$ cat src/rtl/sar_avg_fifo.sv
// SAR result averager: accumulates 2^AVG_LOG2 conversion results per average
// and queues each truncated average in a small output FIFO with a sticky drop flag.
module sar_avg_fifo #(
  parameter int DATA_W     = 12,
  parameter int AVG_LOG2   = 2,
  parameter int FIFO_DEPTH = 4
) (
  input  logic                          clk,
  input  logic                          reset,
  input  logic [DATA_W-1:0]             bitout_in,
  input  logic                          conv_done,
  input  logic                          clr,
  output logic [DATA_W-1:0]             out_data,
  output logic                          out_valid,
  input  logic                          out_ready,
  output logic [$clog2(FIFO_DEPTH):0]   fifo_count,
  output logic                          overflow
);

  localparam int ACC_W  = DATA_W + AVG_LOG2;
  localparam int SCNT_W = (AVG_LOG2 > 0) ? AVG_LOG2 : 1;
  localparam int PTR_W  = (FIFO_DEPTH > 1) ? $clog2(FIFO_DEPTH) : 1;
  localparam int CNT_W  = $clog2(FIFO_DEPTH) + 1;
  localparam logic [SCNT_W-1:0] SMP_LAST = SCNT_W'((1 << AVG_LOG2) - 1);

  logic              conv_prev_r;
  logic [ACC_W-1:0]  acc_r;
  logic [SCNT_W-1:0] smp_cnt_r;
  logic [PTR_W-1:0]  wr_ptr_r;
  logic [PTR_W-1:0]  rd_ptr_r;
  logic [CNT_W-1:0]  count_r;
  logic              valid_r;
  logic              overflow_r;
  logic [DATA_W-1:0] mem_r [FIFO_DEPTH];

  logic              sample_s;
  logic              last_s;
  logic [ACC_W-1:0]  sum_s;
  logic [DATA_W-1:0] avg_s;
  logic              pop_s;
  logic              full_s;
  logic              wr_en_s;
  logic              drop_s;
  logic [CNT_W-1:0]  count_nxt_s;

  // Sample-event detection, averaging and FIFO push/pop decisions
  always_comb begin
    sample_s = conv_done & ~conv_prev_r;
    last_s   = sample_s && (smp_cnt_r == SMP_LAST);
    sum_s    = acc_r + ACC_W'(bitout_in);
    avg_s    = DATA_W'(sum_s >> AVG_LOG2);
    pop_s    = valid_r & out_ready;
    full_s   = (count_r == CNT_W'(FIFO_DEPTH));
    // When full, a push only lands if the head leaves on the same edge
    wr_en_s  = last_s & (~full_s | pop_s);
    drop_s   = last_s & full_s & ~pop_s;
    case ({wr_en_s, pop_s})
      2'b10:   count_nxt_s = count_r + CNT_W'(1);
      2'b01:   count_nxt_s = count_r - CNT_W'(1);
      default: count_nxt_s = count_r;
    endcase
  end

  // Control state: edge history, accumulator, pointers, occupancy, sticky flag
  always_ff @(posedge clk or posedge reset) begin
    if (reset) begin
      conv_prev_r <= 1'b1;
      acc_r       <= '0;
      smp_cnt_r   <= '0;
      wr_ptr_r    <= '0;
      rd_ptr_r    <= '0;
      count_r     <= '0;
      valid_r     <= 1'b0;
      overflow_r  <= 1'b0;
    end else begin
      conv_prev_r <= conv_done;
      if (clr) begin
        acc_r      <= '0;
        smp_cnt_r  <= '0;
        wr_ptr_r   <= '0;
        rd_ptr_r   <= '0;
        count_r    <= '0;
        valid_r    <= 1'b0;
        overflow_r <= 1'b0;
      end else begin
        if (sample_s) begin
          if (last_s) begin
            acc_r     <= '0;
            smp_cnt_r <= '0;
          end else begin
            acc_r     <= sum_s;
            smp_cnt_r <= smp_cnt_r + SCNT_W'(1);
          end
        end
        if (wr_en_s) wr_ptr_r <= wr_ptr_r + PTR_W'(1);
        if (pop_s)   rd_ptr_r <= rd_ptr_r + PTR_W'(1);
        if (drop_s)  overflow_r <= 1'b1;
        count_r <= count_nxt_s;
        valid_r <= (count_nxt_s != '0);
      end
    end
  end

  // FIFO storage; contents are don't-care until written, head is gated below
  always_ff @(posedge clk) begin
    if (wr_en_s && !clr) mem_r[wr_ptr_r] <= avg_s;
  end

  // Head word is forced to zero whenever nothing valid is held
  always_comb begin
    if (valid_r) out_data = mem_r[rd_ptr_r];
    else         out_data = '0;
  end

  assign out_valid  = valid_r;
  assign fifo_count = count_r;
  assign overflow   = overflow_r;

endmodule

$ cat config.mk
export PLATFORM = sky130hd
export DESIGN_NAME = sar_avg_fifo
export DESIGN_NICKNAME = d
export VERILOG_FILES = /design/src/rtl/sar_avg_fifo.sv
export SDC_FILE = /design/constraint.sdc
export NUM_CORES = 1
export LEC_CHECK = 0
export ABC_AREA = 1
export BUFFER_PORTS_ARGS = -buffer_cell sky130_fd_sc_hd__clkbuf_2
export CAP_MARGIN = 20
export CORE_ASPECT_RATIO = 1.25
export CORE_UTILIZATION = 45
export DETAILED_ROUTE_END_ITERATION = 8
export PLACE_DENSITY = 0.65
export SLEW_MARGIN = 5
export SYNTH_ARGS = -nofsm -noshare
export SYNTH_HDL_FRONTEND = slang
export SYNTH_SLANG_ARGS = --single-unit
$ cat constraint.sdc
create_clock -name clk -period 1.99 [get_ports clk]
set_input_delay 0.199 -clock clk [delete_from_list [all_inputs] [get_ports clk]]
set_output_delay 0.199 -clock clk [all_outputs]
set_load 0.01 [all_outputs]
; Word-level counts from Yosys, hierarchy flattened
; Memory sizes are Yosys's and may differ from the RTL's.
; Index checks and enable logic that the tools add are counted.
[totals]
in_bits = 17
reg_bits = 26
n_memories = 1
ram_bits = 48
elab_cells = 54
out_inout_bits = 17
[op_classes]
n_bitwise = 9
addsub = 6
n_reduce_logical = 8
mux = 18
eq_ne = 4
[memory_table]
columns = name, depth, width, read_ports, rd_ports_with_merged_regs, write_ports, line_no
row1 = mem_r, 4, 12, 1, 0, 1, 34  ; logic [DATA_W-1:0] mem_r [FIFO_DEPTH];
[ops]
columns = op, count
row1 = 14-bit two-way mux, 3
row2 = 14-bit by 12-bit adder with 14-bit output, 1
row3 = 2-bit two-way mux, 7
row4 = 12-bit two-way mux, 1
row5 = 2-bit nonzero test, 4
row6 = 2-bit by 1-bit adder with 2-bit output (second input constant), 3
row7 = 3-bit one-hot mux with 2 select lines, 1
row8 = 1-bit AND, 5
row9 = 1-bit two-way mux, 5
row10 = 2-bit == test (second input constant), 2
row11 = 3-bit by 1-bit adder with 3-bit output (second input constant), 1
row12 = 3-bit == test (second input constant), 1
row13 = 3-bit two-way mux, 1
row14 = 1-bit inverter, 3
row15 = 3-bit nonzero test, 1
row16 = 3-bit by 1-bit subtractor with 3-bit output (second input constant), 1
row17 = 2-bit by 1-bit == test with 1-bit output (second input constant), 1
row18 = 1-bit logical AND, 2
row19 = 1-bit zero test, 1
row20 = 1-bit OR, 1

; Depth between registers and ports, before layout
; Gate-level depths: netlist of run 1.
[depth]
depth_word = 8
ltp_mapped = 11
ltp_nobuf = 11

; Worst setup path after synthesis of run 1
; OpenSTA, ideal clock, no wires.
[synth_timing]
path_kind = register to register
from = register acc_r[0]
to = memory mem_r[0][4] (data pin)
synth_period_minus_slack_ps = 1920
n_path_buf = 0
path_stages_with_launch = 9
arrival_ps = 1657
t_required_ps = 1727
setup_ps = 263
path_slack_ps = 70
path_cell_list = dfrtp_1 -> ha_1 -> fa_1 -> nand3_1 -> nand2_4 -> nand2_1 -> nand2_1 -> or2_1 -> and2_1
[synth_between]
elab_chain_len = 1
[synth_lines]
columns = element, line_no
row1 = from (decl), 27  ; logic [ACC_W-1:0] acc_r;
row2 = from (signal assigned), 91  ; acc_r <= sum_s;
row3 = 14-bit by 12-bit adder with 14-bit output, 50  ; sum_s = acc_r + ACC_W'(bitout_in);
row4 = via sum_s[6], 38  ; logic [ACC_W-1:0] sum_s;
row5 = to (decl), 34
; The timed path passes the listed nets, and every way through them passes these cells.

; Worst setup path in the final report of run 1
[layout_timing]
from = register acc_r[0]
to = memory mem_r[3][4] (data pin)
; Same word-level chain as after synthesis.

==> impl_metrics.yaml, run 1 <==
status:
  outcome: "finished clean"
clock_tree:
  clock_latency_ns: 0.34
  cts_buffers: 9
  clkTransAtPathRegs_ns: 0.08
  cts_tree: "done"
  htree_levels: 3
  cts.path.max_buffers: 2
  cts_sinks: 74
  cts_root_buffer: "clkbuf_8"
synth:
  synthCells: 436
  synth_ff_type: "edfxtp_1"
  yosysUniqueCellTypes: 31
  synth-seq-cells: 74
  avgSynthCellArea_sq_um: 8.991
  netlist_area_sq_um: 3920
  async_flop_share_pct: 35.14
  syn_nets: 472
  synth_top_cell_area_share_pct: 36.77
  ys_warn_count: 0
  synth-edff-count: 48
  synth_area_leaders: "edfxtp_1 37%, dfrtp_1 16%, nand2_1 8.6%"
  ys_seq_area_share_pct: 53.40
  synth.top_cells.by_count: "90 x nand2_1, 64 x nor2_1, 50 x inv_1, 48 x edfxtp_1, 29 x nand3_1"
  yosysMostFrequentCell: "nand2_1"
  yosys.area.top_type: "edfxtp_1"
power:
  power.density_nw_per_um2: 781.0
  p_leak_nw: 2.096
  worst_ir_drop_vdd_mv: 0.3098
floorplanning:
  rows: 37
  ioPinCount: 34
  coreArea_sq_um: 8333
  chipHeight_microns: 106.4
  fp.dieW_microns: 85.48
  initial_utilization_pct: 47.04
  dieArea_sq_um: 9091
timing:
  rsz0062_at_grt: "no"
  hold_viol: 0
  fin_crit_sh_pct: 94.10
  finalSetupViolCount: 0
  fin_tns_setup_ns: 0
  relSlewSlack_pct: 67.82
  finClkSkew_ns: 0.006311
  report.final.slew_viol_count: 0
  tightest_slew_ns: 0.4822
  period_minus_slack_ns: 1.873
  max_freq_ghz: 0.5340
cells_and_area:
  area_delta_synth_final_pct: 14.65
  final_area_sq_um: 4494
  fin_nets: 521
  fillers: 782
  n_antenna_cell: 0
  drive_above_1_share_pct: 20.20
setup_path:
  path_class: "reg -> reg"
  cp_max_fo: 4
  reg2reg_from: "acc_r[0]"
  timing.rr.end: "mem_r[3][4]"
  cp.arrival_ns: 1.97
  startpoint_type: "register"
  r2r_setup_slack_ns: 0.12
  reg2reg_depth: 8
  required_ns: 2.08
  cp-end-kind: "register"
drt:
  drt-initial-drc-count: 155
  wl_microns: 7896
  vias: 2903
  drc: 0
  vias_per_cell: 4.945
  drtPass1Iterations: 5
  wire_per_inst_microns: 13.45
  ant_nets: 0
job:
  drv_cap: 0
placed_design:
  hpwl_microns: 5612
  gp_congestion: 0.8590
  post_dp_cell_area_sq_um: 4249
  port-buffer-count: 33
worst_hold_path:
  hold_path.class: "in -> reg"
  hold_depth: 2
  hold_start: "clr"
  holdPathEnd: "overflow"
global_routing:
  grt_most_used_layer: "met2"
  grt_max_degree: 28
  use_met1_pct: 23.08
  grtUsageTotal_pct: 19.42
  grt_overflow: 0
  grt_pass1_wl_microns: 13320
  use_met2_pct: 32.91
  use_met3_pct: 3.804
  grt_pass1_vias: 2932
  antenna_found_initial: 0
-- kinds of logic (layout without fill, tap and decap cells) --
group	after synthesis	in the layout	synth area share, %
simple gates	214	214	24.07
flops	74	74	53.40
buf+inv	71	125	7.054
compound gates	52	52	7.118
fa+ha+maj	19	19	6.447
xor+xnor	6	6	1.915
-- what timing repair did --
action                     in CTS  in global routing
hold buffers                    2                  0
setup endpoints to repair       0                 15
setup buffers                   0                  1
hold endpoints to repair       10                  0
resized for setup               0                 10
-- layer usage --
layer  up-vias  share of wire [%]
li1       1510                  -
met1      1328                 43
met2        58                 52
met3         7                3.8
met4         0                1.4
met5         -                  0
-- layout by cell type, fill, tap and decap left out, types with 4 or more instances in the layout --
master    instances
nand2_1          89
nand2_2           9
inv_1            50
o21ai_0          28
nand4_1           4
nand3_1          27
clkinv_1          4
a21oi_1          15
and2_1            6
edfxtp_1         48
clkbuf_8          9
inv_2             9
buf_4            12
dfrtp_1          25
ha_1             16
clkbuf_2         33
nor2_2            5
nor2_1           64
-- stage by stage --
stage | worst slack, ns | total power [mW] | std cells | hold WS (ns) | util, %
2_1_floorplan | 0.07010 | 2.281 | 436 | 0.2035 | -
3_3_place_gp | 0.07348 | 2.493 | 568 | 0.2033 | 50.99
3_5_place_dp | 0.04385 | 2.514 | 568 | 0.2131 | 50.99
4_1_cts | 0.03024 | 3.534 | 586 | 0.07866 | 53.27
5_1_grt | 0.009895 | 3.703 | 587 | 0.08306 | 53.93
6_report | 0.1175 | 3.510 | 587 | 0.1017 | 53.93
-- how the worst max path moves through the flow --
stage / end / slack [ns] / start
2_1_floorplan: mem_r[0][4] / 0.07 / acc_r[0]
6_report: mem_r[3][4] / 0.12 / acc_r[0]
3_3_place_gp: mem_r[1][4] / 0.07 / acc_r[0]
5_1_grt: mem_r[1][8] / 0.01 / acc_r[5]
4_1_cts: out_valid / 0.03 / smp_cnt_r[0]
3_5_place_dp: out_valid / 0.04 / smp_cnt_r[0]
-- power breakdown --
group | leakage [nW] | total [mW] | switching [mW] | internal [mW]
registers | 0.776 | 1.76 | 0.0354 | 1.72
clock network | 0.0843 | 1.01 | 0.567 | 0.448
logic | 1.24 | 0.739 | 0.485 | 0.254
-- sequential cells by signal, indices dropped and copies added (netlist names) --
register / flops
fifo_count: 3
overflow: 1
rd_ptr_r: 2
mem_r: 48
out_valid: 1
smp_cnt_r: 2
acc_r: 14
conv_prev_r: 1
wr_ptr_r: 2
-- layout make-up --
type,instances,area [sq um],share of cell area [%]
inverters,61,229.0,5.095
well taps,97,121.4,2.700
repair buffers,48,286.5,6.375
clock buffers,9,123.9,2.756
clock inverters,7,46.29,1.030
multi-input cells,291,1594,35.47
flip-flops and latches,74,2093,46.58
-- critical path, cell delays in order, from the launching register on --
cell and delay [ns]:
dfrtp_1 0.39, ha_1 0.21, fa_2 0.36, nand3_2 0.11, nand2_4 0.07, nand2_1 0.05, nand2_1 0.05, or2_1 0.21
and2_1 0.17
(Power assumes the default switching activity.)
==> run 2, diff against run 1 <==
Settings changed: PLACE_DENSITY 0.65 to 0.73.
==> run 2 against run 1 <==
Effect of this change:
- worst hold slack got worse by 0.026 ns
- wire length fell by 0.28%
- first-iteration DRC count fell by 52%
- utilization rose by 0.27 points
- via count rose by 2.0%
- fmax fell by 0.32%
- count of clock-buffer cells in the layout did not move
- sequential share of layout area fell by 0.23 points
- setup slack got worse by 0.0060 ns
- register-to-register slack barely moved
- total power rose by 8.4%
- combinational power barely moved
- critical path type unchanged
==> impl_metrics.yaml, run 2 (synthesized netlist as in run 1, its figures left out) <==
status:
  outcome: "finished clean"
setup_path:
  cp-end-kind: "register"
  cp.arrival_ns: 1.98
  cp_max_fo: 4
  startpoint_type: "register"
  path_class: "reg -> reg"
  required_ns: 2.09
job:
  drv_cap: 0
placed_design:
  gp_congestion: 0.8342
  dp_cells: 569
  hpwl_microns: 5578
  port-buffer-count: 33
timing:
  finalSetupViolCount: 0
  report.final.slew_viol_count: 0
  rsz0062_at_grt: "yes"
  hold-worst-slack_ns: 0.07553
  tightest_slew_ns: 0.4835
  max_freq_ghz: 0.5323
  period_minus_slack_ns: 1.879
  relSlewSlack_pct: 67.73
  fin_tns_setup_ns: 0
  hold_viol: 0
  finClkSkew_ns: 0.008003
  fin_crit_sh_pct: 94.40
cells_and_area:
  fillers: 744
  multi_input_area_sq_um: 1567
  n_antenna_cell: 0
  drive_above_1_share_pct: 20.41
  final_util_pct: 54.20
  top_register: "mem_r"
  stdcell_count: 587
  area_delta_synth_final_pct: 15.22
  final_cell_mix: "89 x nand2_1, 64 x nor2_1, 50 x inv_1"
  fin_nets: 521
  final-seq-area_sq_um: 2093
  largest_register_ffs: 48
  layout.cells.most_common: "nand2_1"
floorplanning:
  coreArea_sq_um: 8333
  chipHeight_microns: 106.4
  dieArea_sq_um: 9091
  fp.dieW_microns: 85.48
  initial_utilization_pct: 47.04
  ioPinCount: 34
  rows: 37
global_routing:
  grt_overflow: 0
  antenna_found_initial: 0
  grt_pass1_wl_microns: 13410
  grtUsageTotal_pct: 19.51
  grt_pass1_vias: 3019
  grt_max_degree: 28
clock_tree:
  cts.path.max_buffers: 2
  cts_tree: "done"
  cts_root_buffer: "clkbuf_8"
  cts_sinks: 74
  htree_levels: 3
  clock_latency_ns: 0.35
  clkTransAtPathRegs_ns: 0.08
  cts_buffers: 9
worst_hold_path:
  hold_path.class: "in -> reg"
drt:
  drc: 0
  drtPass1Iterations: 4
  vias: 2962
  drt-initial-drc-count: 75
  ant_nets: 0
  vias_per_cell: 5.046
  wl_microns: 7874
  wire_per_inst_microns: 13.41
power:
  seq_power_share_pct: 46.1
  worst_ir_drop_vdd_mv: 0.3440
  switching_share_pct: 29.28
  p_comb_share_pct: 19.4
  power.density_nw_per_um2: 842.0
  power.share.clock_pct: 34.5
  power_switching_mw: 1.114
  p_leak_nw: 2.120
  intPower_mw: 2.690
## run 2: changes by cell type in the layout (fill, tap and decap cells not counted), sizes merged
cell    before  now
inv         59   61
bufinv       0    2
clkinv       8    4
## run 2: metrics by stage
step           setup slack [ns]  instance area [sq um]  power (mW)
2_1_floorplan           0.07010                   3920       2.281
3_3_place_gp            0.07172                   4257       2.493
3_5_place_dp            0.02664                   4257       2.518
4_1_cts                 0.01842                   4499       3.830
5_1_grt                -0.01757                   4517       3.981
6_report                 0.1115                   4517       3.803
## run 2: worst paths after layout
check	slack, ns	startpoint	endpoint	cells past startpoint
worst max register to register	0.11	acc_r[0]	mem_r[3][4]	8
worst min-delay path	0.08	clr	rd_ptr_r[1]	2
max in group asynchronous	1.25	reset	conv_prev_r	4
worst min register to register	0.48	smp_cnt_r[1]	smp_cnt_r[1]	2
worst max-delay path	0.11	acc_r[0]	mem_r[3][4]	8
min in group asynchronous	0.43	reset	overflow	4
## run 2: timing repair
item,in CTS,in global routing
setup endpoints to repair,0,11
resized for setup,0,6
hold buffers,2,0
setup buffers,0,0
endpoints found under the hold margin,26,0
## run 2: metal layers
layer	up-vias	global-route usage, %	part of all wire (%)
li1	1508	-	-
met4	0	11.07	2.3
met3	13	3.882	5.2
met1	1376	22.27	41
met2	65	33.83	51
met5	-	0	0
## run 2: power groups by stage
stage,clock network (mW),logic (mW),registers (mW)
floorplan,0,0.495,1.79
global placement,0,0.708,1.79
detailed placement,0,0.731,1.79
CTS,1.34,0.738,1.75
global route,1.38,0.837,1.76
finish,1.31,0.738,1.75
## run 2: final cells by class
class                           count  share of cell area, %
Clock inverter                      7                  2.188
Multi-Input combinational cell    291                  34.68
Clock buffer                        9                  2.742
Tap cell                           97                  2.687
Timing Repair Buffer               48                  6.260
Inverter                           61                  5.097
Sequential cell                    74                  46.34
## run 2: critical path, cell delays in order (launching register included)
cell,delay (ns)
dfrtp_1,0.38
ha_1,0.22
fa_2,0.36
nand3_2,0.11
nand2_4,0.07
nand2_1,0.05
nand2_1,0.05
or2_1,0.21
and2_1,0.17
